<file path="config.mk">
export PLATFORM = sky130hd
export DESIGN_NAME = scoreboard_hazard
export DESIGN_NICKNAME = d
export VERILOG_FILES = /design/src/rtl/scoreboard_hazard_pkg.sv /design/src/rtl/scoreboard_hazard_scb_load_cnt.sv /design/src/rtl/scoreboard_hazard.sv
export SDC_FILE = /design/constraint.sdc
export NUM_CORES = 1
export LEC_CHECK = 0
export CAP_MARGIN = 0
export CORE_UTILIZATION = 50
export CTS_BUF_LIST = sky130_fd_sc_hd__clkbuf_16
export DETAILED_ROUTE_END_ITERATION = 12
export HOLD_SLACK_MARGIN = 0.02
export PLACE_DENSITY = 0.75
export SKIP_CTS_REPAIR_TIMING = 1
export SLEW_MARGIN = 20
export SYNTH_ARGS = -nofsm -noshare
export SYNTH_HDL_FRONTEND = slang
export SYNTH_SLANG_ARGS = --single-unit
</file>
<file path="constraint.sdc">
create_clock -name clk -period 3.4 [get_ports clk]
set_input_delay 0.51 -clock clk [delete_from_list [all_inputs] [get_ports clk]]
set_output_delay 0.51 -clock clk [all_outputs]
set_load 0.1 [all_outputs]
</file>
<file path="src/rtl/scoreboard_hazard_pkg.sv">
// Shared definitions for the producer-side hazard scoreboard: datapath
// width, register-file geometry and the hazard-cause encoding.
`ifndef SCOREBOARD_HAZARD_DEFS
`define SCOREBOARD_HAZARD_DEFS
`define XLEN 32
`endif

package scoreboard_hazard_pkg;

   localparam int XLEN       = `XLEN;
   localparam int REG_ADDR_W = 5;
   localparam int NREG       = 32;
   localparam int LOAD_CNT_W = 3;

   // Highest-priority cause wins when several hazards coincide
   typedef enum logic [2:0] {
      HZ_NONE    = 3'd0,
      HZ_RAW     = 3'd1,
      HZ_WAW     = 3'd2,
      HZ_LDFULL  = 3'd3,
      HZ_DIVBUSY = 3'd4
   } hz_cause_e;

endpackage

</file>
<file path="src/rtl/scoreboard_hazard_scb_load_cnt.sv">
// Outstanding-load counter: saturating up/down count with a full flag.
// A decrement at zero is dropped, so late returns after reset cannot wrap.
module scb_load_cnt #(
   parameter int MAX_LOADS = 2,
   parameter int CNT_W     = 3
) (
   input  logic             clk,
   input  logic             rst_n,
   input  logic             inc,
   input  logic             dec,
   output logic [CNT_W-1:0] cnt,
   output logic             full
);

   logic [CNT_W-1:0] cnt_q;
   logic             dec_eff;
   logic             inc_eff;

   assign full    = (cnt_q == CNT_W'(MAX_LOADS));
   assign dec_eff = dec && (cnt_q != '0);
   // Issue logic already stalls a load at full; the guard keeps the count bounded regardless
   assign inc_eff = inc && (!full || dec_eff);
   assign cnt     = cnt_q;

   // Up/down count; simultaneous inc and dec leave the count unchanged
   always_ff @(posedge clk or negedge rst_n) begin
      if (!rst_n) begin
         cnt_q <= '0;
      end else begin
         case ({inc_eff, dec_eff})
            2'b10:   cnt_q <= cnt_q + CNT_W'(1);
            2'b01:   cnt_q <= cnt_q - CNT_W'(1);
            default: cnt_q <= cnt_q;
         endcase
      end
   end

endmodule

</file>
<file path="src/rtl/scoreboard_hazard.sv">
// Producer-side hazard scoreboard. Tracks register writes from loads and
// divides that are not yet forwardable and stalls decode on RAW, WAW,
// load-queue-full and divider-busy conflicts. A done event releases the
// stall in its own cycle; the bypass network supplies the data.
// Optional build macro SCB_PERF_EN adds stall_cycles_o and raw_stall_o.
module scoreboard_hazard #(
   parameter int MAX_LOADS = 2,
   parameter int NREG      = scoreboard_hazard_pkg::NREG
) (
   input  logic            clk,
   input  logic            rst_n,
   input  logic            id_valid_i,
   input  logic [4:0]      id_rs1_addr_i,
   input  logic            id_rs1_re_i,
   input  logic [4:0]      id_rs2_addr_i,
   input  logic            id_rs2_re_i,
   input  logic [4:0]      id_rd_addr_i,
   input  logic            id_rdwe_i,
   input  logic            id_is_load_i,
   input  logic            id_is_div_i,
   input  logic            flush_i,
   input  logic            load_done_i,
   input  logic [4:0]      load_rd_i,
   input  logic            div_done_i,
   input  logic [4:0]      div_rd_i,
   output logic            stall_o,
   output logic            div_busy_o,
   output logic [NREG-1:0] pending_o,
   output logic [2:0]      load_cnt_o
`ifdef SCB_PERF_EN
   ,
   output logic [31:0]     stall_cycles_o,
   output logic            raw_stall_o
`endif
);

   import scoreboard_hazard_pkg::*;

   logic [NREG-1:0]       pending_q;
   logic [NREG-1:0]       clr;
   logic [NREG-1:0]       set;
   logic                  div_busy_q;
   logic                  issue;
   logic                  tracked;
   logic                  load_full;
   logic [LOAD_CNT_W-1:0] load_cnt;
   hz_cause_e             cause;

   assign issue   = id_valid_i && !stall_o && !flush_i;
   assign tracked = issue && id_rdwe_i && (id_rd_addr_i != '0) &&
                    (id_is_load_i || id_is_div_i);

   // One-hot clear (done events) and set (tracked issue) vectors; x0 never tracked
   always_comb begin
      clr = '0;
      set = '0;
      for (int i = 1; i < NREG; i++) begin
         if (load_done_i && (load_rd_i == REG_ADDR_W'(i)))   clr[i] = 1'b1;
         if (div_done_i  && (div_rd_i  == REG_ADDR_W'(i)))   clr[i] = 1'b1;
         if (tracked     && (id_rd_addr_i == REG_ADDR_W'(i))) set[i] = 1'b1;
      end
   end

   // Hazard classification; a bit cleared this cycle no longer blocks
   always_comb begin
      cause = HZ_NONE;
      if (id_valid_i) begin
         if ((id_rs1_re_i && pending_q[id_rs1_addr_i] && !clr[id_rs1_addr_i]) ||
             (id_rs2_re_i && pending_q[id_rs2_addr_i] && !clr[id_rs2_addr_i]))
            cause = HZ_RAW;
         else if (id_rdwe_i && (id_rd_addr_i != '0) &&
                  pending_q[id_rd_addr_i] && !clr[id_rd_addr_i])
            cause = HZ_WAW;
         else if (id_is_load_i && load_full && !load_done_i)
            cause = HZ_LDFULL;
         else if (id_is_div_i && div_busy_q && !div_done_i)
            cause = HZ_DIVBUSY;
      end
   end

   assign stall_o = (cause != HZ_NONE);

   // Pending bits: set beats clear on the same register
   always_ff @(posedge clk or negedge rst_n) begin
      if (!rst_n) pending_q <= '0;
      else        pending_q <= (pending_q & ~clr) | set;
   end

   // Divider occupancy: a new divide issued alongside a completion keeps it busy
   always_ff @(posedge clk or negedge rst_n) begin
      if (!rst_n)                        div_busy_q <= 1'b0;
      else if (issue && id_is_div_i)     div_busy_q <= 1'b1;
      else if (div_done_i)               div_busy_q <= 1'b0;
   end

   // Only loads that own a pending bit are counted, so every return has a matching entry
   scb_load_cnt #(
      .MAX_LOADS (MAX_LOADS),
      .CNT_W     (LOAD_CNT_W)
   ) u_load_cnt (
      .clk   (clk),
      .rst_n (rst_n),
      .inc   (tracked && id_is_load_i),
      .dec   (load_done_i),
      .cnt   (load_cnt),
      .full  (load_full)
   );

   assign pending_o  = pending_q;
   assign div_busy_o = div_busy_q;
   assign load_cnt_o = load_cnt;

`ifdef SCB_PERF_EN
   logic [31:0] stall_cycles_q;

   // Free-running stall-cycle count, wraps naturally
   always_ff @(posedge clk or negedge rst_n) begin
      if (!rst_n)       stall_cycles_q <= '0;
      else if (stall_o) stall_cycles_q <= stall_cycles_q + 32'd1;
   end

   assign stall_cycles_o = stall_cycles_q;
   assign raw_stall_o    = (cause == HZ_RAW);
`endif

endmodule

</file>
==> results of run 1 <==
==> through the flow <==
| step | hold slack (ns) | util | instance area (um^2) |
|---|---|---|---|
| global placement | 0.5134 | 0.7481 | 6116 |
| CTS | 0.5370 | 0.7648 | 6252 |
| detailed placement | 0.5253 | 0.7481 | 6116 |
| global route | 0.5629 | 0.8026 | 6561 |
| finish | 0.5465 | 0.8026 | 6561 |
| floorplan | 0.2144 | - | 4314 |
==> worst paths after layout <==
check | startpoint | cells after the start | to | slack, ns
setup / recovery | load_done_i | 12 | stall_o | -0.18
hold / removal | pending_o[14]$_DFF_PN0_ | 2 | pending_o[14]$_DFF_PN0_ | 0.55
setup reg to reg | pending_o[31]$_DFF_PN0_ | 14 | u_load_cnt.cnt[2]$_DFFE_PN0P_ | -0.05
hold reg to reg | pending_o[14]$_DFF_PN0_ | 2 | pending_o[14]$_DFF_PN0_ | 0.55
max in group asynchronous | rst_n | 2 | pending_o[21]$_DFF_PN0_ | 2.09
min in group asynchronous | rst_n | 1 | pending_o[29]$_DFF_PN0_ | 0.57
==> sequential cells by signal, indices dropped and copies added, names as in the netlist <==
register / count
div_busy_o: 1
pending_o: 31
u_load_cnt.cnt: 3
==> per-layer routing <==
layer  vias up  track usage  wire length, um
met4         0       0.1603              706
met3        89      0.05691             1655
li1       2342            -                -
met1      2612       0.5304             7085
met2       372       0.7022             8945
met5         -            0                0
==> final cells by class <==
cell class,count,area [um^2]
clock buffer,5,125.1
clock inverter,3,11.26
fill,540,1614
inverter,17,63.81
multi-input combinational,382,3259
sequential,35,895.9
tap,105,131.4
timing repair buffer,244,2074
==> logic make-up (layout without fill, tap and decap cells) <==
family	after synthesis	in the layout	synth area share
simple gates	176	176	0.2367
buf+inv	69	269	0.07275
fa+ha+maj	2	2	0.007752
xor+xnor	7	7	0.01461
flops	35	35	0.2087
compound gates	152	152	0.2773
mux	44	44	0.1813
other cells	1	1	0.0008936
==> cell usage after synthesis, types with 8 or more instances <==
cell	n	area [um^2]
mux4_2	25	563.0
o22a_1	17	148.9
nor2b_1	12	75.07
nand2_1	48	180.2
o221ai_1	10	87.58
mux2i_1	13	130.1
nor2_1	14	52.55
inv_1	17	63.81
o31ai_1	17	127.6
or3_1	19	118.9
dfrtp_1	35	875.8
nor3_1	21	105.1
o22ai_1	17	106.4
clkbuf_1	29	108.9
nand3_1	13	65.06
nand2b_1	10	62.56
o2111ai_1	17	148.9
a21oi_1	8	40.04
buf_2	16	80.08
o21ai_1	13	65.06
==> power by group through the flow <==
stage	Clock, uW	Combinational [uW]	Sequential (uW)
2_1_floorplan	0	380	895
6_report	424	1170	546
4_1_cts	422	1130	540
3_5_place_dp	0	1120	547
5_1_grt	440	1220	548
3_3_place_gp	0	1100	544
==> critical path, stage by stage <==
cell and delay (ns):
clkbuf_2 0.11, buf_6 0.12, nand4b_1 0.19, o22a_1 0.31, mux4_2 0.48, a21o_1 0.18, o211ai_2 0.25, o211ai_1 0.21
buf_4 0.19, buf_6 0.14, o21a_2 0.22, buf_12 0.16
==> flow_metrics.tcl, run 1 <==
set metrics [dict create \
    area_delta_synth_final_pct 56.35 \
    hold_viol_final 0 \
    finalWeightedCongestion 0.9704 \
    detail_route.drc_violations 0 \
    violations "setup timing" \
    pwr-share-comb 0.547 \
    crit_path_start_kind "input port" \
    ys_ff_latch 35 \
    stdcell_count 791 \
    synth-main-ff-cell "dfrtp_1" \
    slew_violations 0 \
    final.setup_skew_ns 0.007295 \
    drt_iter0_markers 562 \
    p_sw_frac 0.4612 \
    drt_wl_total_um 18390 \
    grt.total_usage 0.4130 \
    final_nets 723 \
    slew_headroom 0.3122 \
    initial_utilization 0.5133 \
    layout_commonest_cell "buf_4" \
    wl_per_cell_um 23.25 \
    dp_slack_ns -0.8860 \
    ys_warn_count 0 \
    htreeDepth 2 \
    maxCapViolCount 0 \
    cts-root-buf "clkbuf_16" \
    die_y_um 93.62 \
    path_class "input port to output port" \
    n_antenna_cell 0 \
    mostFrequentLayoutCells "164 x buf_4, 50 x clkdlybuf4s50_1, 48 x nand2_1, 25 x mux4_2" \
    synth_edf_count 0 \
    cts_tree "done" \
    fp.dieArea_um2 8764 \
    num_rows 33 \
    synthArstFlopShare 1.000 \
    fin_setup_tns_ns -0.4608 \
    antenna_found_initial 0 \
    dpl.cell_count 768 \
    grt_pass1_wl_um 27030 \
    place_hpwl_um 14130 \
    netlist_area_um2 4197 \
    fin_ws_ns -0.1785 \
    ir_drop_mv 0.6114 \
    syn_inst 486 \
    p_sw_uw 986.8 \
    cp_data_required_time_ns 2.89 \
    die_w_um 93.62 \
    period_share 1.052 \
    grt_overflow 0 \
    p_clk_frac 0.198 \
    synth_nets 524 \
    via_count 5415 \
    post-route-min-period_ns 3.578 \
    io-pin-count 73 \
    path_max_fanout 10 \
    grt_max_degree 33 \
    cts_buffers 5 \
    outcome "complete, but fails checks" \
    p_leak_uw 0.002564 \
    total_power_uw 2140 \
    port_buffers 71 \
    synth_cell_types 72 \
    ys_seq_area_frac 0.2087 \
    drive_gt1_frac 0.4082 \
    cts_buffer_depth 2 \
    cp.arrival_ns 3.07 \
    viasPerCell 6.846 \
    pwr_density_cell_nw_per_um2 326.1 \
    internal_power_uw 1153 \
    antenna_left 0 \
    setup_viol 3 \
    rsz0062_at_grt "true" \
    avgSynthCellArea_um2 8.635 \
    p_seq_frac 0.255 \
    core_area_um2 8175 \
    tightest_slew_ns 1.030 \
    timing.fmax_mhz 279.5 \
    clock_sinks 35 \
    hp-class "register to register" \
    clkTransAtPathRegs_ns 0.05 \
    critPathCaptureType "output port" \
    first_pass_iters 5 \
    clock_latency_ns 0.28 \
    grt_pass1_vias 5113 \
]
No activity file was read; power rests on OpenSTA's default activity.
==> run 2: changes to the inputs <==
- CTS_CLUSTER_SIZE: default -> 16
- TNS_END_PERCENT: default -> 1
==> flow_metrics.tcl, run 2 (synthesis gave the netlist of run 1 again) <==
set metrics [dict create \
    outcome "complete, but fails checks" \
    violations "setup timing" \
    via_count 5465 \
    die_y_um 93.62 \
    n_antenna_cell 0 \
    grt.total_usage 0.4237 \
    grt_max_degree 36 \
    mostFrequentLayoutCells "163 x buf_4, 50 x clkdlybuf4s50_1, 47 x nand2_1, 30 x dfrtp_1, 25 x mux4_2" \
    dpl.cell_count 772 \
    grt_pass1_wl_um 27680 \
    p_seq_frac 0.251 \
    fin_area_um2 6550 \
    grt_pass1_vias 5133 \
    clkTransAtPathRegs_ns 0.06 \
    tightest_slew_ns 1.012 \
    wl_per_cell_um 23.87 \
    cp.arrival_ns 3.00 \
    io-pin-count 73 \
    cts_buffers 5 \
    first_pass_iters 7 \
    path_class "input port to output port" \
    grt_overflow 0 \
    drt_iter0_markers 576 \
    rsz0062_at_grt "true" \
    crit_path_start_kind "input port" \
    setup_viol 3 \
    worstRegToRegCells 12 \
    finalWeightedCongestion 1.016 \
    p_sw_uw 1018 \
    final.setup_skew_ns 0.01037 \
    slew_headroom 0.3232 \
    die_w_um 93.62 \
    drt_wl_total_um 18840 \
    port_buffers 71 \
    fin_setup_tns_ns -0.2233 \
    maxCapViolCount 0 \
    final_nets 721 \
    num_rows 33 \
    nFillCells 542 \
    core_area_um2 8175 \
    antenna_left 0 \
    layout_commonest_cell "buf_4" \
    cts_tree "done" \
    ir_drop_mv 0.5179 \
    cts-root-buf "clkbuf_16" \
    dpl-instance-area_um2 6108 \
    p_clk_frac 0.206 \
    worstHoldPathCells 2 \
    cp_data_required_time_ns 2.89 \
    initial_utilization 0.5133 \
    dp_slack_ns -0.8518 \
    stdcell_count 789 \
    period_share 1.033 \
    clock_latency_ns 0.28 \
    largest_reg_flops 31 \
    critPathCaptureType "output port" \
    viasPerCell 6.926 \
    antenna_found_initial 0 \
    cts_buffer_depth 2 \
    path_max_fanout 20 \
    internal_power_uw 1158 \
    pwr-share-comb 0.544 \
    fp.dieArea_um2 8764 \
    timing.fmax_mhz 284.8 \
    pwr_density_cell_nw_per_um2 332.2 \
    p_sw_frac 0.4678 \
    hold_viol_final 0 \
    hp-class "register to register" \
    clock_sinks 35 \
    area_delta_synth_final_pct 56.08 \
    slew_violations 0 \
    place_hpwl_um 13970 \
    fin_ws_ns -0.1117 \
    r2r_slack_ns 0.04 \
    post-route-min-period_ns 3.512 \
    p_leak_uw 0.002557 \
    drive_gt1_frac 0.4035 \
    htreeDepth 2 \
    detail_route.drc_violations 0 \
    total_power_uw 2176 \
]
run 2: final timing paths:
path | start | end
max | id_rd_addr_i[3] | stall_o
max in group asynchronous | rst_n | pending_o[20]$_DFF_PN0_
min | pending_o[14]$_DFF_PN0_ | pending_o[14]$_DFF_PN0_
max reg2reg | pending_o[22]$_DFF_PN0_ | u_load_cnt.cnt[2]$_DFFE_PN0P_
min in group asynchronous | rst_n | pending_o[21]$_DFF_PN0_
min reg2reg | pending_o[14]$_DFF_PN0_ | pending_o[14]$_DFF_PN0_
run 2: metal layers:
layer  vias to the layer above  share of wire  GRT usage
met3                       105           0.11    0.09919
met5                         -              0          0
li1                       2324              -          -
met1                      2640           0.36     0.5275
met4                         0          0.051     0.2013
met2                       396           0.48     0.6924
run 2: critical path: stages:
cell             delay (ns)
clkdlybuf4s50_1        0.57
buf_4                  0.19
nor2_1                 0.05
buf_4                  0.17
a21oi_1                0.14
o211ai_1               0.12
nor3_1                 0.16
nand3_1                0.13
o211ai_1               0.27
buf_4                  0.17
buf_8                  0.18
o21a_2                 0.16
buf_12                 0.17
run 2: cell type report:
cell class                      instances  area [um^2]  share of cell area
Multi-Input combinational cell        382         3294              0.5030
Timing Repair Buffer                  242         2034              0.3106
Sequential cell                        35        882.1              0.1347
Tap cell                              105        131.4             0.02006
Clock buffer                            5        125.1             0.01910
Inverter                               17        66.31             0.01012
Clock inverter                          3        16.27            0.002483
run 2: power groups by stage:
stage                     clock [uW]  combinational, uW  sequential, uW
after global routing             462               1230             547
after CTS                        447               1120             539
after floorplan                    0                372             892
final                            448               1180             546
after global placement             0               1100             543
after detailed placement           0               1110             543
run 2: metrics by stage:
| step | util | hold WS, ns |
|---|---|---|
| after floorplan | - | 0.2144 |
| after global placement | 0.7472 | 0.5274 |
| after detailed placement | 0.7472 | 0.5374 |
| after CTS | 0.7645 | 0.5519 |
| after global routing | 0.8012 | 0.5676 |
| final | 0.8012 | 0.5548 |
==> run 3: changes to the inputs <==
- PLACE_DENSITY: 0.75 -> 0.76
==> flow_metrics.tcl, run 3 (synthesis gave the netlist of run 1 again) <==
set metrics [dict create \
    timing.fmax_mhz 278.6 \
    slew_headroom 0.3232 \
    pwr_density_cell_nw_per_um2 332.6 \
    p_clk_frac 0.200 \
    critPathCaptureType "register" \
    initial_utilization 0.5133 \
    port_buffers 71 \
    mostFrequentLayoutCells "153 x buf_4, 48 x nand2_1, 47 x clkdlybuf4s50_1, 30 x dfrtp_1, 25 x mux4_2" \
    hold_viol_final 0 \
    path_class "input port to register" \
    hold_path.startpoint "u_load_cnt.cnt[2]$_DFFE_PN0P_" \
    viasPerCell 6.794 \
    p_seq_frac 0.254 \
    p_sw_frac 0.4608 \
    p_leak_uw 0.002560 \
    htreeDepth 2 \
    dp_slack_ns -0.8599 \
    die_y_um 93.62 \
    core_area_um2 8175 \
    pwr-share-comb 0.546 \
    outcome "complete, but fails checks" \
    violations "setup timing" \
    period_share 1.056 \
    cts_buffer_depth 2 \
    area_delta_synth_final_pct 54.32 \
    finalWeightedCongestion 1.010 \
    rsz0062_at_grt "true" \
    nFillCells 555 \
    die_w_um 93.62 \
    io-pin-count 73 \
    largest_reg_flops 31 \
    first_pass_iters 5 \
    layout_commonest_cell "buf_4" \
    num_rows 33 \
    grt_max_degree 34 \
    internal_power_uw 1161 \
    dpl-instance-area_um2 5956 \
    fin_ws_ns -0.1888 \
    tightest_slew_ns 1.012 \
    grt.total_usage 0.4070 \
    antenna_found_initial 0 \
    antenna_left 0 \
    path_max_fanout 8 \
    crit_path_start_kind "input port" \
    setup_viol 3 \
    slew_violations 0 \
    hold_ws_ns 0.5282 \
    drive_gt1_frac 0.3811 \
    detail_route.drc_violations 0 \
    wl_per_cell_um 23.07 \
    startpoint "load_rd_i[2]" \
    grt_pass1_wl_um 26830 \
    dpl.cell_count 754 \
    cp.arrival_ns 3.75 \
    fin_area_um2 6476 \
    grt_pass1_vias 4960 \
    cp_data_required_time_ns 3.56 \
    cts-root-buf "clkbuf_16" \
    place_hpwl_um 13690 \
    p_sw_uw 992.6 \
    hp-class "register to register" \
    drt_wl_total_um 18040 \
    grt_overflow 0 \
    ir_drop_mv 0.9497 \
    cts_tree "done" \
    clock_latency_ns 0.28 \
    clkTransAtPathRegs_ns 0.05 \
    maxCapViolCount 0 \
    cts_buffers 5 \
    drt_iter0_markers 635 \
    final_nets 714 \
    fp.dieArea_um2 8764 \
    n_antenna_cell 0 \
    clock_sinks 35 \
    post-route-min-period_ns 3.589 \
    via_count 5313 \
    stdcell_count 782 \
    total_power_uw 2154 \
    final.setup_skew_ns 0.006378 \
    rr_startpoint "pending_o[21]$_DFF_PN0_" \
]
run 3: cell types whose count changed in the layout (fill, tap and decap cells not counted), moves of 3 or more:
cell,change
buf_6,+8
clkdlybuf4s50_1,-3
o22a_2,-3
clkbuf_2,-5
o22a_1,+5
dlymetal6s2s_1,+4
buf_4,-10
run 3: layer usage:
layer  part of all wire  GRT usage  wire length (um)  vias up
met5                  0          0                 0        -
met4              0.051     0.1769               916        0
met3               0.10    0.07642              1807       80
met2               0.47     0.6618              8450      378
met1               0.38     0.5276              6864     2542
li1                   -          -                 -     2313
run 3: power by group through the flow:
stage	Combinational (uW)	Sequential [uW]	Clock, uW
detailed placement	1080	550	0
CTS	1090	544	431
global route	1220	552	454
floorplan	372	892	0
global placement	1070	548	0
finish	1180	548	430
run 3: through the flow:
stage	utilization	TNS, ns
after floorplan	-	-0.5316
after global placement	0.7285	-6.321
after detailed placement	0.7285	-8.960
after CTS	0.7453	-2.304
after global routing	0.7922	-0.6750
final	0.7922	-0.4744
run 3: worst paths after layout:
path | endpoint | slack (ns) | cells past startpoint
setup / recovery | u_load_cnt.cnt[2]$_DFFE_PN0P_ | -0.19 | 14
hold / removal | u_load_cnt.cnt[2]$_DFFE_PN0P_ | 0.53 | 1
setup reg to reg | u_load_cnt.cnt[2]$_DFFE_PN0P_ | -0.13 | 12
hold reg to reg | u_load_cnt.cnt[2]$_DFFE_PN0P_ | 0.53 | 1
max in group asynchronous | u_load_cnt.cnt[0]$_DFFE_PN0P_ | 1.84 | 2
min in group asynchronous | pending_o[29]$_DFF_PN0_ | 0.79 | 1
run 3: final cells by class:
| type | instances | area (um^2) | area share |
|---|---|---|---|
| clock buffer | 5 | 125.1 | 0.01932 |
| clock inverter | 3 | 12.51 | 0.001932 |
| inverter | 17 | 63.81 | 0.009853 |
| multi-input combinational | 382 | 3237 | 0.4998 |
| sequential | 35 | 882.1 | 0.1362 |
| tap | 105 | 131.4 | 0.02029 |
| timing repair buffer | 235 | 2024 | 0.3126 |
run 3: worst max-delay path, cell delays in order:
cell and delay (ns):
buf_2 0.15, nand4bb_4 0.22, o32a_1 0.36, mux4_2 0.46
a21o_1 0.18, o211ai_2 0.20, o211ai_1 0.28, or4_4 0.63
ha_4 0.18, inv_2 0.06, fa_2 0.20, xor2_1 0.13
nor2_1 0.07, xor2_1 0.14
